==> src/rtl/legv8_pkg.sv <==
`default_nettype none
// =============================================================================
// Module  : legv8_pkg
// Brief   : Shared encodings for the 16-bit LEGv8 multicycle controller.
// Revision: 1.0
// =============================================================================
package legv8_pkg;

   localparam logic [2:0] OP_RTYPE = 3'd0;
   localparam logic [2:0] OP_LD    = 3'd3;
   localparam logic [2:0] OP_ST    = 3'd4;
   localparam logic [2:0] OP_CBZ   = 3'd5;
   localparam logic [2:0] OP_ADDI  = 3'd6;
   localparam logic [2:0] OP_ANDI  = 3'd7;

   localparam logic [2:0] FN_ADD = 3'd0;
   localparam logic [2:0] FN_SUB = 3'd1;
   localparam logic [2:0] FN_AND = 3'd2;
   localparam logic [2:0] FN_OR  = 3'd3;

   localparam logic [2:0] ALU_ADD    = 3'd0;
   localparam logic [2:0] ALU_SUB    = 3'd1;
   localparam logic [2:0] ALU_AND    = 3'd2;
   localparam logic [2:0] ALU_OR     = 3'd3;
   localparam logic [2:0] ALU_PASS_B = 3'd4;

   localparam logic PC_PLUS2  = 1'b0;
   localparam logic PC_BRANCH = 1'b1;

   typedef enum logic [2:0] {
      FETCH  = 3'd0,
      DECODE = 3'd1,
      EXEC   = 3'd2,
      MEM    = 3'd3,
      WB     = 3'd4
   } state_e;

   typedef enum logic [2:0] {
      CL_RTYPE = 3'd0,
      CL_LD    = 3'd1,
      CL_ST    = 3'd2,
      CL_CBZ   = 3'd3,
      CL_ADDI  = 3'd4,
      CL_ANDI  = 3'd5,
      CL_RSVD  = 3'd6
   } iclass_e;

endpackage
`default_nettype wire

==> src/rtl/legv8_ctrl_decode.sv <==
`default_nettype none
// =============================================================================
// Module  : legv8_ctrl_decode
// Brief   : Opcode/funct to instruction class, ALU operation and B-source.
// Revision: 1.0
// =============================================================================
module legv8_ctrl_decode
   import legv8_pkg::*;
(
   input  logic [2:0] opcode_i,
   input  logic [2:0] funct_i,
   output iclass_e    class_o,
   output logic [2:0] alu_op_o,
   output logic       alu_src_imm_o
);

   always_comb begin
      class_o       = CL_RSVD;
      alu_op_o      = ALU_ADD;
      alu_src_imm_o = 1'b0;
      case (opcode_i)
         OP_RTYPE: begin
            class_o  = CL_RTYPE;
            // funct codes 0..3 share the ALU encoding; 4..7 fall back to ADD
            alu_op_o = funct_i[2] ? ALU_ADD : funct_i;
         end
         OP_LD: begin
            class_o       = CL_LD;
            alu_src_imm_o = 1'b1;
         end
         OP_ST: begin
            class_o       = CL_ST;
            alu_src_imm_o = 1'b1;
         end
         OP_CBZ: begin
            class_o  = CL_CBZ;
            alu_op_o = ALU_PASS_B;
         end
         OP_ADDI: begin
            class_o       = CL_ADDI;
            alu_src_imm_o = 1'b1;
         end
         OP_ANDI: begin
            class_o       = CL_ANDI;
            alu_op_o      = ALU_AND;
            alu_src_imm_o = 1'b1;
         end
         default: class_o = CL_RSVD;
      endcase
   end

endmodule
`default_nettype wire

==> src/rtl/legv8_mc_ctrl.sv <==
`default_nettype none
// =============================================================================
// Module  : legv8_mc_ctrl
// Brief   : Multicycle control FSM (fetch/decode/exec/mem/wb) with I/O wait.
// Revision: 1.0
// =============================================================================
module legv8_mc_ctrl
   import legv8_pkg::*;
#(
   parameter int MEM_TIMEOUT = 16,
   parameter int CNT_W       = 16
) (
   input  logic             clock,
   input  logic             reset,
   input  logic             run,
   input  logic [2:0]       opcode,
   input  logic [2:0]       funct,
   input  logic             zero,
   input  logic             mem_rdy,
   output logic             ir_we,
   output logic             pc_we,
   output logic             pc_src,
   output logic             alu_src_imm,
   output logic [2:0]       alu_op,
   output logic             mem_rd,
   output logic             mem_wr,
   output logic             reg_we,
   output logic             wb_sel,
   output logic             instr_done,
   output logic [1:0]       fault,
   output logic [CNT_W-1:0] retired
);

   localparam int WAIT_W = (MEM_TIMEOUT > 1) ? $clog2(MEM_TIMEOUT) : 1;

   state_e            state_q, state_d;
   logic [WAIT_W-1:0] wait_q, wait_d;
   logic [1:0]        fault_q, fault_d;
   logic [CNT_W-1:0]  retired_q, retired_d;

   iclass_e    dec_class;
   logic [2:0] dec_alu_op;
   logic       dec_imm;
   logic       timeout;
   logic [1:0] fault_set;

   legv8_ctrl_decode u_decode (
      .opcode_i      (opcode),
      .funct_i       (funct),
      .class_o       (dec_class),
      .alu_op_o      (dec_alu_op),
      .alu_src_imm_o (dec_imm)
   );

   // Last permitted MEM cycle; the counter holds the number of cycles already spent there.
   assign timeout = (MEM_TIMEOUT != 0) && (wait_q == WAIT_W'(MEM_TIMEOUT - 1));

   always_comb begin
      state_d     = state_q;
      ir_we       = 1'b0;
      pc_we       = 1'b0;
      pc_src      = PC_PLUS2;
      alu_src_imm = 1'b0;
      alu_op      = ALU_ADD;
      mem_rd      = 1'b0;
      mem_wr      = 1'b0;
      reg_we      = 1'b0;
      wb_sel      = 1'b0;
      instr_done  = 1'b0;
      fault_set   = 2'b00;
      // Strobes are masked while reset is held so they drop the moment it asserts.
      if (reset) begin
         case (state_q)
            FETCH: begin
               if (run) begin
                  ir_we   = 1'b1;
                  pc_we   = 1'b1;
                  state_d = DECODE;
               end
            end
            DECODE: begin
               if (dec_class == CL_RSVD) begin
                  fault_set[0] = 1'b1;
                  instr_done   = 1'b1;
                  state_d      = FETCH;
               end else begin
                  state_d = EXEC;
               end
            end
            EXEC: begin
               alu_op      = dec_alu_op;
               alu_src_imm = dec_imm;
               if (dec_class == CL_CBZ) begin
                  pc_we      = zero;
                  pc_src     = zero ? PC_BRANCH : PC_PLUS2;
                  instr_done = 1'b1;
                  state_d    = FETCH;
               end else if ((dec_class == CL_LD) || (dec_class == CL_ST)) begin
                  state_d = MEM;
               end else begin
                  state_d = WB;
               end
            end
            MEM: begin
               mem_rd = (dec_class == CL_LD);
               mem_wr = (dec_class == CL_ST);
               if (mem_rdy) begin
                  if (dec_class == CL_LD) begin
                     state_d = WB;
                  end else begin
                     instr_done = 1'b1;
                     state_d    = FETCH;
                  end
               end else if (timeout) begin
                  fault_set[1] = 1'b1;
                  instr_done   = 1'b1;
                  state_d      = FETCH;
               end
            end
            WB: begin
               reg_we     = 1'b1;
               wb_sel     = (dec_class == CL_LD);
               instr_done = 1'b1;
               state_d    = FETCH;
            end
            default: state_d = FETCH;
         endcase
      end
   end

   assign wait_d    = ((state_q == MEM) && (state_d == MEM)) ? wait_q + WAIT_W'(1) : '0;
   assign fault_d   = fault_q | fault_set;
   assign retired_d = instr_done ? retired_q + CNT_W'(1) : retired_q;

   always_ff @(posedge clock or negedge reset) begin
      if (!reset) begin
         state_q   <= FETCH;
         wait_q    <= '0;
         fault_q   <= 2'b00;
         retired_q <= '0;
      end else begin
         state_q   <= state_d;
         wait_q    <= wait_d;
         fault_q   <= fault_d;
         retired_q <= retired_d;
      end
   end

   assign fault   = fault_q;
   assign retired = retired_q;

endmodule
`default_nettype wire

==> config.mk <==
export PLATFORM = sky130hd
export DESIGN_NAME = legv8_mc_ctrl
export DESIGN_NICKNAME = d
export VERILOG_FILES = /design/src/rtl/legv8_pkg.sv /design/src/rtl/legv8_ctrl_decode.sv /design/src/rtl/legv8_mc_ctrl.sv
export SDC_FILE = /design/constraint.sdc
export NUM_CORES = 1
export LEC_CHECK = 0
export ABC_AREA = 1
export BUFFER_PORTS_ARGS = -buffer_cell sky130_fd_sc_hd__clkbuf_2
export CORE_UTILIZATION = 45
export DETAILED_ROUTE_END_ITERATION = 16
export GPL_TIMING_DRIVEN = 0
export PLACE_DENSITY = 0.69
export SLEW_MARGIN = 30
export SYNTH_ARGS = -nofsm -noshare
export SYNTH_HDL_FRONTEND = slang
export SYNTH_HIERARCHICAL = 1
export SYNTH_SLANG_ARGS = --single-unit
==> constraint.sdc <==
create_clock -name clock -period 3.4 [get_ports clock]
set_input_delay 0.34 -clock clock [delete_from_list [all_inputs] [get_ports clock]]
set_output_delay 0.34 -clock clock [all_outputs]
set_load 0.01 [all_outputs]
==> results summary, run 1 <==
The run finished with clean final reports. The number of sinks on the clock net is 25. Using the TritonRoute via totals, the vias-per-cell ratio works out to between 4 and 5. The initial antenna violation count was 0. Of the total power, the share spent switching nets is 0.368. The number of detailed-routing iterations run before antenna repair came out at 4. The count of unresolved DRC violations after routing is 0.

The number of antenna diodes in the final layout is 0. The portion of total power attributed to the clock network is 0.199. Dividing the synthesized area by the synthesized cell count gives ~7.1 µm². The kind of start point of the critical path is a primary input.

The number of endpoints with negative hold slack in the final report is 0. The starting density of the core is 0.485. The number of global-route vias before repair is approximately 1,300.

Setup repair after global routing left no endpoint under its margin. The number of DRC markers in iteration 0 is 80. VDD sags by at most a little under 0.2 mV. The master cell of the clock root buffer is sky130_fd_sc_hd__clkbuf_8. The power density over the cells came out at about 430 nW/µm². The first global-routing pass estimated between 5000 and 6000 µm of wire. Post-CTS timing repair inserted 0 buffers for setup. The height of the die is approximately 63 µm. The internal power consumption is roughly 0.00054 W. The total global routing track utilization is 0.182. The combined area of all synthesized cells is approximately 1700 µm².

In this run the tightest slew margin relative to its limit is 0.575. The number of nets handed over by synthesis was approximately 250. The number of cell instances on the worst register-to-register path is 10.

The clock-pin slew on the worst setup and hold paths is 80 ps. The count of endpoints failing setup in the final report came out at 0. The signed area change from the synthesized netlist to the final layout came out at 18.1%. The worst setup path is captured at an output port. The final wirelength is ~3300 µm. The CTS buffer count came out at 3. The max-slew violation total from the final report came out at 0. The area of the core is 3440 µm². Setup slack on the worst reg-to-reg path comes out at around 1800 ps. The register bit total from synthesis came out at 25. The largest fanout of any net on the critical path is 10.

The die footprint came out at just under 4000 µm². The part of the power in combinational logic is 0.351. The share of total power dissipated in sequential elements is 0.450. The net count of the finished layout is 293. The worst path arrival time came out at ~1800 ps. The horizontal die dimension came out at between 60 and 70 µm. The post-route fraction of the period consumed by the critical path came out at 0.635. In this run, post-CTS hold repair placed 0 buffers. The routed layout has around 1,500 vias.

The most frequent standard cell in the layout excluding fill and tap cells is sky130_fd_sc_hd__nand2_1. The library cells used most frequently in the layout, excluding fill and tap cells, are sky130_fd_sc_hd__nand2_1, sky130_fd_sc_hd__clkbuf_2, sky130_fd_sc_hd__nor2_1, sky130_fd_sc_hd__inv_1, sky130_fd_sc_hd__dfrtp_1. The analysis attributes to cell leakage a power of around 1.0 nW. The synthesized netlist contains 24 unique library cells. The site row count is 21. The cell accounting for the most synthesized area is sky130_fd_sc_hd__dfrtp_1. The area share of the largest cell type after synthesis is 0.375. The total half-perimeter wirelength after legalization and detailed placement came out at roughly 2600 µm. The worst min-delay path category is in -> async.

The overflow left after global routing is 0. The clock latency of the later-clocked register in the worst-skew pair came out at 260 ps. The number of gates given a new drive strength after cts came out at 0. For the pin with the worst max-slew slack, the measured transition is ~640 ps.

The deepest clock path buffer count came out at 2. The number of input and output port buffers inserted is 40. The count of H-tree levels built during CTS came out at 1.

Static timing analysis puts the maximum clock frequency at 463 MHz. The count of synthesis-stage warnings from yosys is 6. The final-layout setup total negative slack came out at 0 ps. After technology mapping, the gate count stands at between 200 and 250.

Tracing the worst setup path back leads to its startpoint at opcode[0]. The clock period minus worst slack came out at around 2200 ps. For this run, the share of the core covered by cells in the final layout is 0.573. The detailed-route wire length per cell came out at between 10 and 15 µm. The antenna violation net count after detailed routing is 0. For this run, the register share of the synthesized area comes to 0.375.

Ranked by total cell area, the synthesized netlist is headed by sky130_fd_sc_hd__dfrtp_1, sky130_fd_sc_hd__nand2_1, sky130_fd_sc_hd__nor2_1, sky130_fd_sc_hd__nand2_2, sky130_fd_sc_hd__nand3_1. In this run the power spent charging and discharging nets is ~0.00031 W. The reported max-cap violation count is 0. The critical path is of the in -> out type. In the final layout, the share of cells above drive strength 1 is 0.258. TritonCTS built the clock tree. Routability-driven placement finished with a final weighted congestion of between 0.8 and 0.9. Entering global routing, the biggest net connects 27 pins. The number of placed I/O pins came out at 41.

The clock tree skew after final layout came out at about 4 ps. The beginning of the worst register-to-register path is wait_q[0]. At the worst endpoint, the required time is 3060 ps.
registers in the layout (all words and copies together), names as in the netlist:
register	cells
wait_q	4
state_q	3
fault	2
retired	16
synthesized netlist by cell type:
| cell type | n |
|---|---|
| sky130_fd_sc_hd__nor2_2 | 4 |
| sky130_fd_sc_hd__inv_1 | 26 |
| sky130_fd_sc_hd__o21ai_0 | 5 |
| sky130_fd_sc_hd__xnor2_1 | 6 |
| sky130_fd_sc_hd__ha_1 | 2 |
| sky130_fd_sc_hd__o31ai_1 | 1 |
| sky130_fd_sc_hd__buf_4 | 2 |
| sky130_fd_sc_hd__nand3_1 | 20 |
| sky130_fd_sc_hd__inv_2 | 1 |
| sky130_fd_sc_hd__nor3_1 | 6 |
| sky130_fd_sc_hd__xor2_1 | 10 |
| sky130_fd_sc_hd__or2_1 | 1 |
| sky130_fd_sc_hd__nand2_1 | 68 |
| sky130_fd_sc_hd__nand2_2 | 16 |
| sky130_fd_sc_hd__nor3_2 | 1 |
| sky130_fd_sc_hd__nand3_2 | 2 |
| sky130_fd_sc_hd__inv_6 | 1 |
| sky130_fd_sc_hd__buf_12 | 1 |
| sky130_fd_sc_hd__dfrtp_1 | 25 |
| sky130_fd_sc_hd__a21oi_1 | 1 |
| sky130_fd_sc_hd__a21o_1 | 1 |
| sky130_fd_sc_hd__nor2_1 | 33 |
| sky130_fd_sc_hd__nand2_4 | 1 |
| sky130_fd_sc_hd__nand4_1 | 1 |
critical path, stage by stage:
cell	delay [ps]
sky130_fd_sc_hd__clkbuf_2	110
sky130_fd_sc_hd__inv_1	130
sky130_fd_sc_hd__nand2_1	80
sky130_fd_sc_hd__nand3_2	60
sky130_fd_sc_hd__nand2_1	60
sky130_fd_sc_hd__inv_1	100
sky130_fd_sc_hd__nand2_1	80
sky130_fd_sc_hd__nor2_1	130
sky130_fd_sc_hd__nand2_1	60
sky130_fd_sc_hd__nand3_1	100
sky130_fd_sc_hd__nand3_2	90
sky130_fd_sc_hd__nand2_4	140
sky130_fd_sc_hd__inv_6	60
sky130_fd_sc_hd__buf_12	150
sky130_fd_sc_hd__clkbuf_2	120
routing by layer:
layer,track usage,vias up,wire [µm]
met2,0.274,42,1400
li1,-,816,-
met1,0.266,661,1730
met5,0,-,0
met3,0.0274,2,131
met4,0.0523,0,27
cell type report:
type | instances | area (µm²)
fill | 352 | 1470
multi-input combinational | 179 | 898
sequential | 25 | 626
timing repair buffer | 40 | 200
inverter | 28 | 110
tap | 46 | 57.6
clock buffer | 4 | 45.0
buffer | 3 | 35.0
cells by family after synthesis:
kind of cell,count (synthesis),share of synthesized area
simple gates,153,0.412
buf+inv,31,0.0870
flops,25,0.375
xor+xnor,16,0.0840
compound gates,8,0.0270
fa+ha+maj,2,0.0150
worst paths after layout:
| kind | endpoint |
|---|---|
| worst max register to register | retired[12] |
| worst min-delay path | wait_q[3] |
| worst min register to register | fault[0] |
| min in group clock | fault[1] |
| max in group asynchronous | retired[6] |
| worst max-delay path | instr_done |
power groups by stage:
stage	clock [W]	sequential, W	combinational, W
floorplan	0	0.000393	0.000205
global placement	0	0.000387	0.000298
detailed placement	0	0.000388	0.000300
CTS	0.000177	0.000382	0.000301
global route	0.000190	0.000389	0.000342
finish	0.000169	0.000383	0.000299
through the flow:
step                hold WS (ps)  total power, W  worst slack [ps]  area, µm²  instances
finish                      85.5        0.000850              1240       1970        325
global route                 131        0.000921              1020       1970        325
CTS                          103        0.000860              1260       1970        325
detailed placement           388        0.000689              1260       1930        321
global placement             395        0.000686              1260       1930        321
floorplan                   44.4        0.000599              1670       1670        235
No activity file was read; power rests on OpenSTA's default activity.
==> run 2, diff against run 1 <==
ABC_AREA = 0   (was 1)
PLACE_DENSITY = 0.7   (was 0.69)
clock period = 2.1 ns   (was 3.4 ns; I/O delays follow)
==> run 2 against run 1 <==
  * Flip-flop and latch count unchanged
  * Die area decreased by 7.4%
  * Sequential share of layout area decreased by 0.077 points
  * Largest power group is now combinational cells
  * Highest routed layer unchanged
==> results summary, run 2 <==
The worst hold slack after final layout is 119 ps (+33.4 ps). The final wirelength is 3340 µm (+1.3%). The count of endpoints failing setup in the final report is 0 (unchanged). After synthesis, the cell types taking the most area are sky130_fd_sc_hd__dfrtp_1, sky130_fd_sc_hd__xor2_1, sky130_fd_sc_hd__nor2_1, sky130_fd_sc_hd__xnor2_1, sky130_fd_sc_hd__nand3_1. The post-route standard cell area excluding fillers came out at 1980 µm² (+0.44%). The largest fanout of any net on the critical path was 3 (-7). The net count after synthesis is 169 (-32%). The share of synthesized area occupied by flip-flops and latches came out at 0.406 (+0.0310). The final instance count without filler cells is 252 (-22%). The combined area of all synthesized cells is 1540 µm² (-7.6%). The number of placed I/O pins was 41 (unchanged). The total half-perimeter wirelength after legalization and detailed placement is 2380 µm (-7.4%). The count of H-tree levels built during CTS came out at 1 (unchanged). The number of endpoints with negative hold slack in the final report is 0 (unchanged).

The worst path buffer plus inverter count is 3 (-3). The tightest min-delay check is of the in -> reg type. The slew at the pin closest to its max-slew limit is 393 ps (-245 ps). The worst setup path is captured at an output port. The deepest clock path buffer count came to 2 (unchanged).

The stage delay of the slowest cell on the critical path came out at 440 ps (+290 ps). The placer's final routability congestion estimate came out at 0.794 (-2.7%). The share of synthesized registers carrying an async set or reset is 1.00 (unchanged). The most common cell type on the critical path is sky130_fd_sc_hd__buf_6. The post-placement cell area is 1790 µm² (-7.0%). The clock tree skew after final layout is 4.31 ps (+0.324 ps).

Dividing the final minimum period by the clock period gives 0.965. The starting density of the core was 0.489 (+0.00397). The reported max-cap violation count is 0 (unchanged).

The number of sinks on the clock net came out at 25 (unchanged). The detailed-route wire length per cell came out at 13.2 µm (+31%). In this design, the largest share of critical-path delay is due to compound AO/OA/AOI/OAI gates. The die footprint is 3660 µm² (-7.4%).

The count of cell types in the netlist came to 47 (+96%). The count of unresolved DRC violations after routing was 0 (unchanged). The total number of vias came to 1,330 (-13%). The number of detailed-routing iterations run before antenna repair is 4 (unchanged).

The required time of the critical path came to 1890 ps (-1170 ps). The critical path goes through ha_4, a31o_4, nor3b_4, o31ai_4, buf_6, inv_2, buf_6. The number of enable-type register cells in the synthesized netlist is 0 (unchanged). The height of the die came out at 60.5 µm (-3.8%). The max-slew violation total from the final report is 0 (unchanged). The initial antenna violation count is 0 (unchanged). The highest-delay cell along the critical path is sky130_fd_sc_hd__dfrtp_1. The count of synthesis-stage warnings from yosys came out at 6 (unchanged).

The power density over the cells is 736 nW/µm² (+71%). By count the netlist is led by sky130_fd_sc_hd__dfrtp_1, sky130_fd_sc_hd__nor2_1, sky130_fd_sc_hd__xor2_1. The share of the core filled with cells is 0.628 (+0.0553). The count of inserted antenna diode cells is 0 (unchanged). The mean instance size in the synthesized netlist is 9.88 µm² (+39%). The clock latency of the later-clocked register in the worst-skew pair is 310 ps (+50 ps). The area share of the largest cell type after synthesis is 0.406 (+0.0310). The number of cells in the design after placement is 239 (-26%). In the synthesized netlist the dominant register cell turns out to be sky130_fd_sc_hd__dfrtp_1. sky130_fd_sc_hd__dfrtp_1 takes more of the synthesized area than any other cell. The cell count after synthesis is 156 (-34%). The leakage power summed over all cells came out at 0.958 nW (-8.6%). The horizontal die dimension is 60.5 µm (-3.8%).

The fraction of final layout cells with drive strength greater than 1 is 0.361 (+0.103). The CTS buffer count is 3 (unchanged). The class of the most critical setup path is reg -> out. The flip-flop count of the largest register after layout is 16 (unchanged). The net count reported at finish is 222 (-24%). The overflow left after global routing is 0 (unchanged).

The area of the core is 3150 µm² (-8.4%). The site row count is 20 (-4.8%). The number of DRC markers in iteration 0 came out at 72 (-10%).

Setup repair after global routing could not meet its margin everywhere. The run finished with clean final reports. The pin count of the biggest net entering global routing came out at 26 (-3.7%). The maximum frequency from static timing analysis is just under 500 MHz.

The CTS tree is built. The first-pass GRT wire length is 5460 µm (-5.0%). The most common cell in the synthesized netlist is sky130_fd_sc_hd__dfrtp_1. The number of input and output port buffers inserted is 39 (-2.5%).

The clock-pin slew on the worst setup and hold paths was 120 ps (+40 ps). In the layout the commonest cells are sky130_fd_sc_hd__clkbuf_2, sky130_fd_sc_hd__dfrtp_1, sky130_fd_sc_hd__xor2_1, sky130_fd_sc_hd__nor2_1. From synthesis to final layout, the design area changed by 28.5%. The max-slew headroom at the worst pin is 0.737 (+0.163). The worst setup path is launched from a register. The detail-routed via count per cell is 5.28 (+13%). The most frequent standard cell in the layout excluding fill and tap cells is sky130_fd_sc_hd__clkbuf_2.

The number of global-route vias before repair came out at 1,258 (-4.6%). The master cell of the clock root buffer is sky130_fd_sc_hd__clkbuf_4. The total global routing track utilization came to 0.197 (+0.0152). The register bit total from synthesis came out at 25 (unchanged).

The worst path arrival time is 1820 ps (about the same). For the finished layout, the period the worst path requires is a little over 2000 ps. The antenna violation net count after detailed routing came out at 0 (unchanged). The largest vdd supply drop came to 0.526 mV (+170%).
-- run 2: logic make-up (layout without fill, tap and decap cells) --
logic type,Yosys count,after routing,share of synthesized area
adder cells (fa/ha/maj),2,2,0.0162
XOR/XNOR,20,20,0.114
flip-flops,25,25,0.406
AO/OA/AOI/OAI,16,16,0.0861
multiplexers,2,2,0.0146
AND/OR/NAND/NOR,76,76,0.308
buffers and inverters,15,67,0.0552
-- run 2: repair_timing --
item | in CTS | in global routing
pin swaps | 1 | 4
endpoints found under the hold margin | 25 | 0
hold buffers | 2 | 0
setup endpoints to repair | 8 | 6
gates resized for setup | 4 | 13
buffers inserted | 5 | 2
-- run 2: final cells by class --
cell class | instances | area (µm²)
Buffer | 6 | 57.6
Clock buffer | 4 | 26.3
Fill cell | 276 | 1170
Inverter | 9 | 33.8
Multi-Input combinational cell | 116 | 897
Sequential cell | 25 | 627
Tap cell | 44 | 55.1
Timing Repair Buffer | 48 | 284
-- run 2: stage by stage --
step           worst slack, ps  TNS, ps  total power (W)
2_1_floorplan             82.4        0          0.00101
3_3_place_gp              -318    -2600          0.00115
3_5_place_dp              -312    -2780          0.00117
4_1_cts                   12.2        0          0.00143
5_1_grt                  -16.3    -18.4          0.00157
6_report                  72.6        0          0.00146
-- run 2: worst paths after layout --
path / from / endpoint / slack (ps) / cells past startpoint
worst max-delay path: wait_q[0] / instr_done / 70 / 7
worst min-delay path: mem_rdy / fault[1] / 120 / 2
worst max register to register: state_q[2] / retired[14] / 90 / 8
worst min register to register: retired[15] / retired[15] / 480 / 1
max in group asynchronous: reset / state_q[2] / 1410 / 3
min in group asynchronous: reset / retired[12] / 530 / 3
-- run 2: metal layers --
layer | share of wire | track usage | vias up
met5 | 0 | 0 | -
met4 | 0.0036 | 0.0552 | 0
met3 | 0.046 | 0.0426 | 2
met2 | 0.50 | 0.316 | 37
met1 | 0.45 | 0.269 | 636
li1 | - | - | 655
-- run 2: power breakdown --
group	switching (W)	leakage, nW	internal (W)
sequential	0.0000738	0.312	0.000548
clock	0.000134	0.0150	0.0000742
combinational	0.000341	0.632	0.000287
==> run 3, diff against run 2 <==
ABC_AREA = 1   (was 0)
PLACE_DENSITY = 0.69   (was 0.7)
clock period = 2.24 ns   (was 2.1 ns; I/O delays follow)
==> run 3 against run 2 <==
  * Clock skew decreased by 1.2 ps
  * First-iteration DRC count increased by 15%
  * Combinational power shrank 27%
  * Flip-flop and latch count is the same
  * Worst hold slack improved by 80 ps
  * Critical endpoint unchanged
==> results summary, run 3 (synthesized netlist as in run 1, its figures left out) <==
The max-slew headroom at the worst pin came out at 0.783 (+0.0455). The worst hold slack after final layout came to 199 ps (+80.2 ps). The CTS buffer count is 3 (unchanged). The site row count came out at 21 (+5.0%).

The endpoint identified for the worst register-to-register timing path is retired[12]. The largest vdd supply drop came out at 0.332 mV (-37%). Leaving out fill and tap cells, the most frequent cell in the layout is sky130_fd_sc_hd__nand2_1.

The total number of vias is 1,536 (+15%). The startpoint identified for the worst register-to-register timing path is wait_q[0]. The clock period could shrink to around 2000 ps. The count of endpoints failing setup in the final report came out at 0 (unchanged). The max-slew violation total from the final report came out at 0 (unchanged).

The kind of start point of the critical path is a register. The worst min-delay path category is in -> reg. The stage delay of the slowest cell on the critical path is 400 ps (-40 ps). The number of gates given a new drive strength after cts came out at 0 (-4).

The number of endpoints with negative hold slack in the final report is 0 (unchanged). The clock tree skew after final layout is 3.11 ps (-1.20 ps). The clock latency of the later-clocked register in the worst-skew pair came out at 260 ps (-50 ps). The worst setup path is of the reg -> out kind.

The reported max-cap violation count came to 0 (unchanged). The maximum frequency from static timing analysis is 504 MHz. The worst setup path is captured at an output port.

The number of detailed-routing iterations run before antenna repair is 4 (unchanged). The die footprint came out at 3960 µm² (+8.0%). The number of cell instances on the worst register-to-register path is 10 (+2). The horizontal die dimension is 62.9 µm (+3.9%).

The final-layout setup total negative slack is 0 ps (unchanged). The height of the die came out at 62.9 µm (+3.9%). The slew at the pin closest to its max-slew limit is 324 ps (-69.0 ps). The total half-perimeter wirelength after legalization and detailed placement is 2570 µm (+8.0%).

The antenna violation net count after detailed routing is 0 (unchanged). The worst path arrival time came out at 1760 ps (-60 ps). The slowest stage of the critical path belongs to the cell sky130_fd_sc_hd__dfrtp_1. The count of H-tree levels built during CTS is 1 (unchanged). The net count reported at finish came out at 295 (+33%). The overflow left after global routing is 0 (unchanged). The count of unresolved DRC violations after routing is 0 (unchanged). The number of global-route vias before repair is 1,330 (+5.7%). The slack of the worst reg-to-reg path is 670 ps (+580 ps). The number of input and output port buffers inserted is 40 (+2.6%). The power density over the cells came out at 647 nW/µm² (-12%). The leakage power summed over all cells came out at 1.06 nW (+11%). The cell that appears most often on the critical path is sky130_fd_sc_hd__nand3_1.

The detail-routed via count per cell came out at 4.70 (-11%). The pin count of the biggest net entering global routing is 26 (unchanged). The number of sinks on the clock net is 25 (unchanged). The initial antenna violation count came out at 0 (unchanged). The post-layout total power is 0.00130 W (-11%).

The detailed-route wire length per cell is 10.3 µm (-22%). The number of DRC markers in iteration 0 came out at 83 (+15%). The required time of the critical path came out at 2020 ps (+130 ps). The cell sitting at the root of the clock tree is a sky130_fd_sc_hd__clkbuf_8.

The area of the core is 3440 µm² (+9.2%). The fraction of final layout cells with drive strength greater than 1 is 0.260 (-0.101). The clock-pin slew on the worst setup and hold paths came out at 80 ps (-40 ps). The total global routing track utilization is 0.186 (-0.0105). Walking the worst path, the cells encountered are ha_1, nand3_1, nand2_1, nand3_1, nand3_2, nand2_4, inv_6, buf_12, clkbuf_2.

The count of inserted antenna diode cells came out at 0 (unchanged). The largest fanout of any net on the critical path came to 10 (+7). The CTS tree is built.

The destination of the critical timing path is instr_done. The starting density of the core is 0.485 (-0.00397). The placer's final routability congestion estimate came out at 0.816 (+2.7%). The final wirelength came out at 3380 µm (+1.2%). The flip-flop count of the largest register after layout was 16 (unchanged). Tracing the worst setup path back leads to its startpoint at wait_q[0]. The first-pass GRT wire length came to 5870 µm (+7.4%).

The top cell types in the final layout, fill and taps aside, are sky130_fd_sc_hd__nand2_1, sky130_fd_sc_hd__clkbuf_2, sky130_fd_sc_hd__nor2_1, sky130_fd_sc_hd__inv_1, sky130_fd_sc_hd__dfrtp_1. The number of placed I/O pins came out at 41 (unchanged). The deepest clock path buffer count is 2 (unchanged).

Compared with the post-synthesis result, the final layout area differs by 19.9%. Setup repair after global routing left no endpoint under its margin. The post-route fraction of the period consumed by the critical path is 0.886. The run finished with clean final reports.
[run 3: layout make-up]
class / instances / area, µm²
fill: 349 / 1440
multi-input combinational: 179 / 898
sequential: 25 / 626
timing repair buffer: 42 / 230
inverter: 28 / 110
tap: 46 / 57.6
clock buffer: 4 / 45.0
buffer: 3 / 35.0
[run 3: worst max-delay path: cells and delay by family, from the launching register on]
family                   cells  cell delay [ps]
AND/OR/NAND/NOR              5              530
buffers and inverters        3              330
adder cells (fa/ha/maj)      1              230
flip-flops                   1              400
[run 3: power by group]
group	internal (W)	total, W	switching [W]	leakage (nW)
combinational	0.000182	0.000459	0.000277	0.703
sequential	0.000512	0.000581	0.0000687	0.336
clock	0.000127	0.000256	0.000130	0.0228
[run 3: worst min path at each step]
stage          startpoint   endpoint  slack [ps]  depth (start not counted)
4_1_cts           mem_rdy   fault[1]         200                          2
3_5_place_dp        reset  wait_q[3]         270                          1
6_report          mem_rdy   fault[1]         200                          2
3_3_place_gp        reset  wait_q[2]         280                          1
2_1_floorplan       reset   fault[0]         -70                          0
5_1_grt           mem_rdy   fault[1]         210                          2
[run 3: repair_timing]
item / in CTS / in global routing
hold buffers: 2 / 0
endpoints found under the hold margin: 25 / 0
setup buffers: 0 / 0
[run 3: through the flow]
stage | setup slack [ps] | std cells | area [µm²] | utilization
after floorplan | 743 | 235 | 1670 | -
after global placement | 331 | 321 | 1930 | 0.560
after detailed placement | 328 | 321 | 1930 | 0.560
after CTS | 240 | 327 | 2000 | 0.582
after global routing | 96.5 | 327 | 2000 | 0.582
final | 255 | 327 | 2000 | 0.582
[run 3: routing by layer]
metal	up-vias	part of all wire	global-route usage
met4	0	0.0080	0.0523
met3	2	0.042	0.0274
met5	-	0	0
met1	669	0.52	0.272
met2	46	0.43	0.284
li1	819	-	-
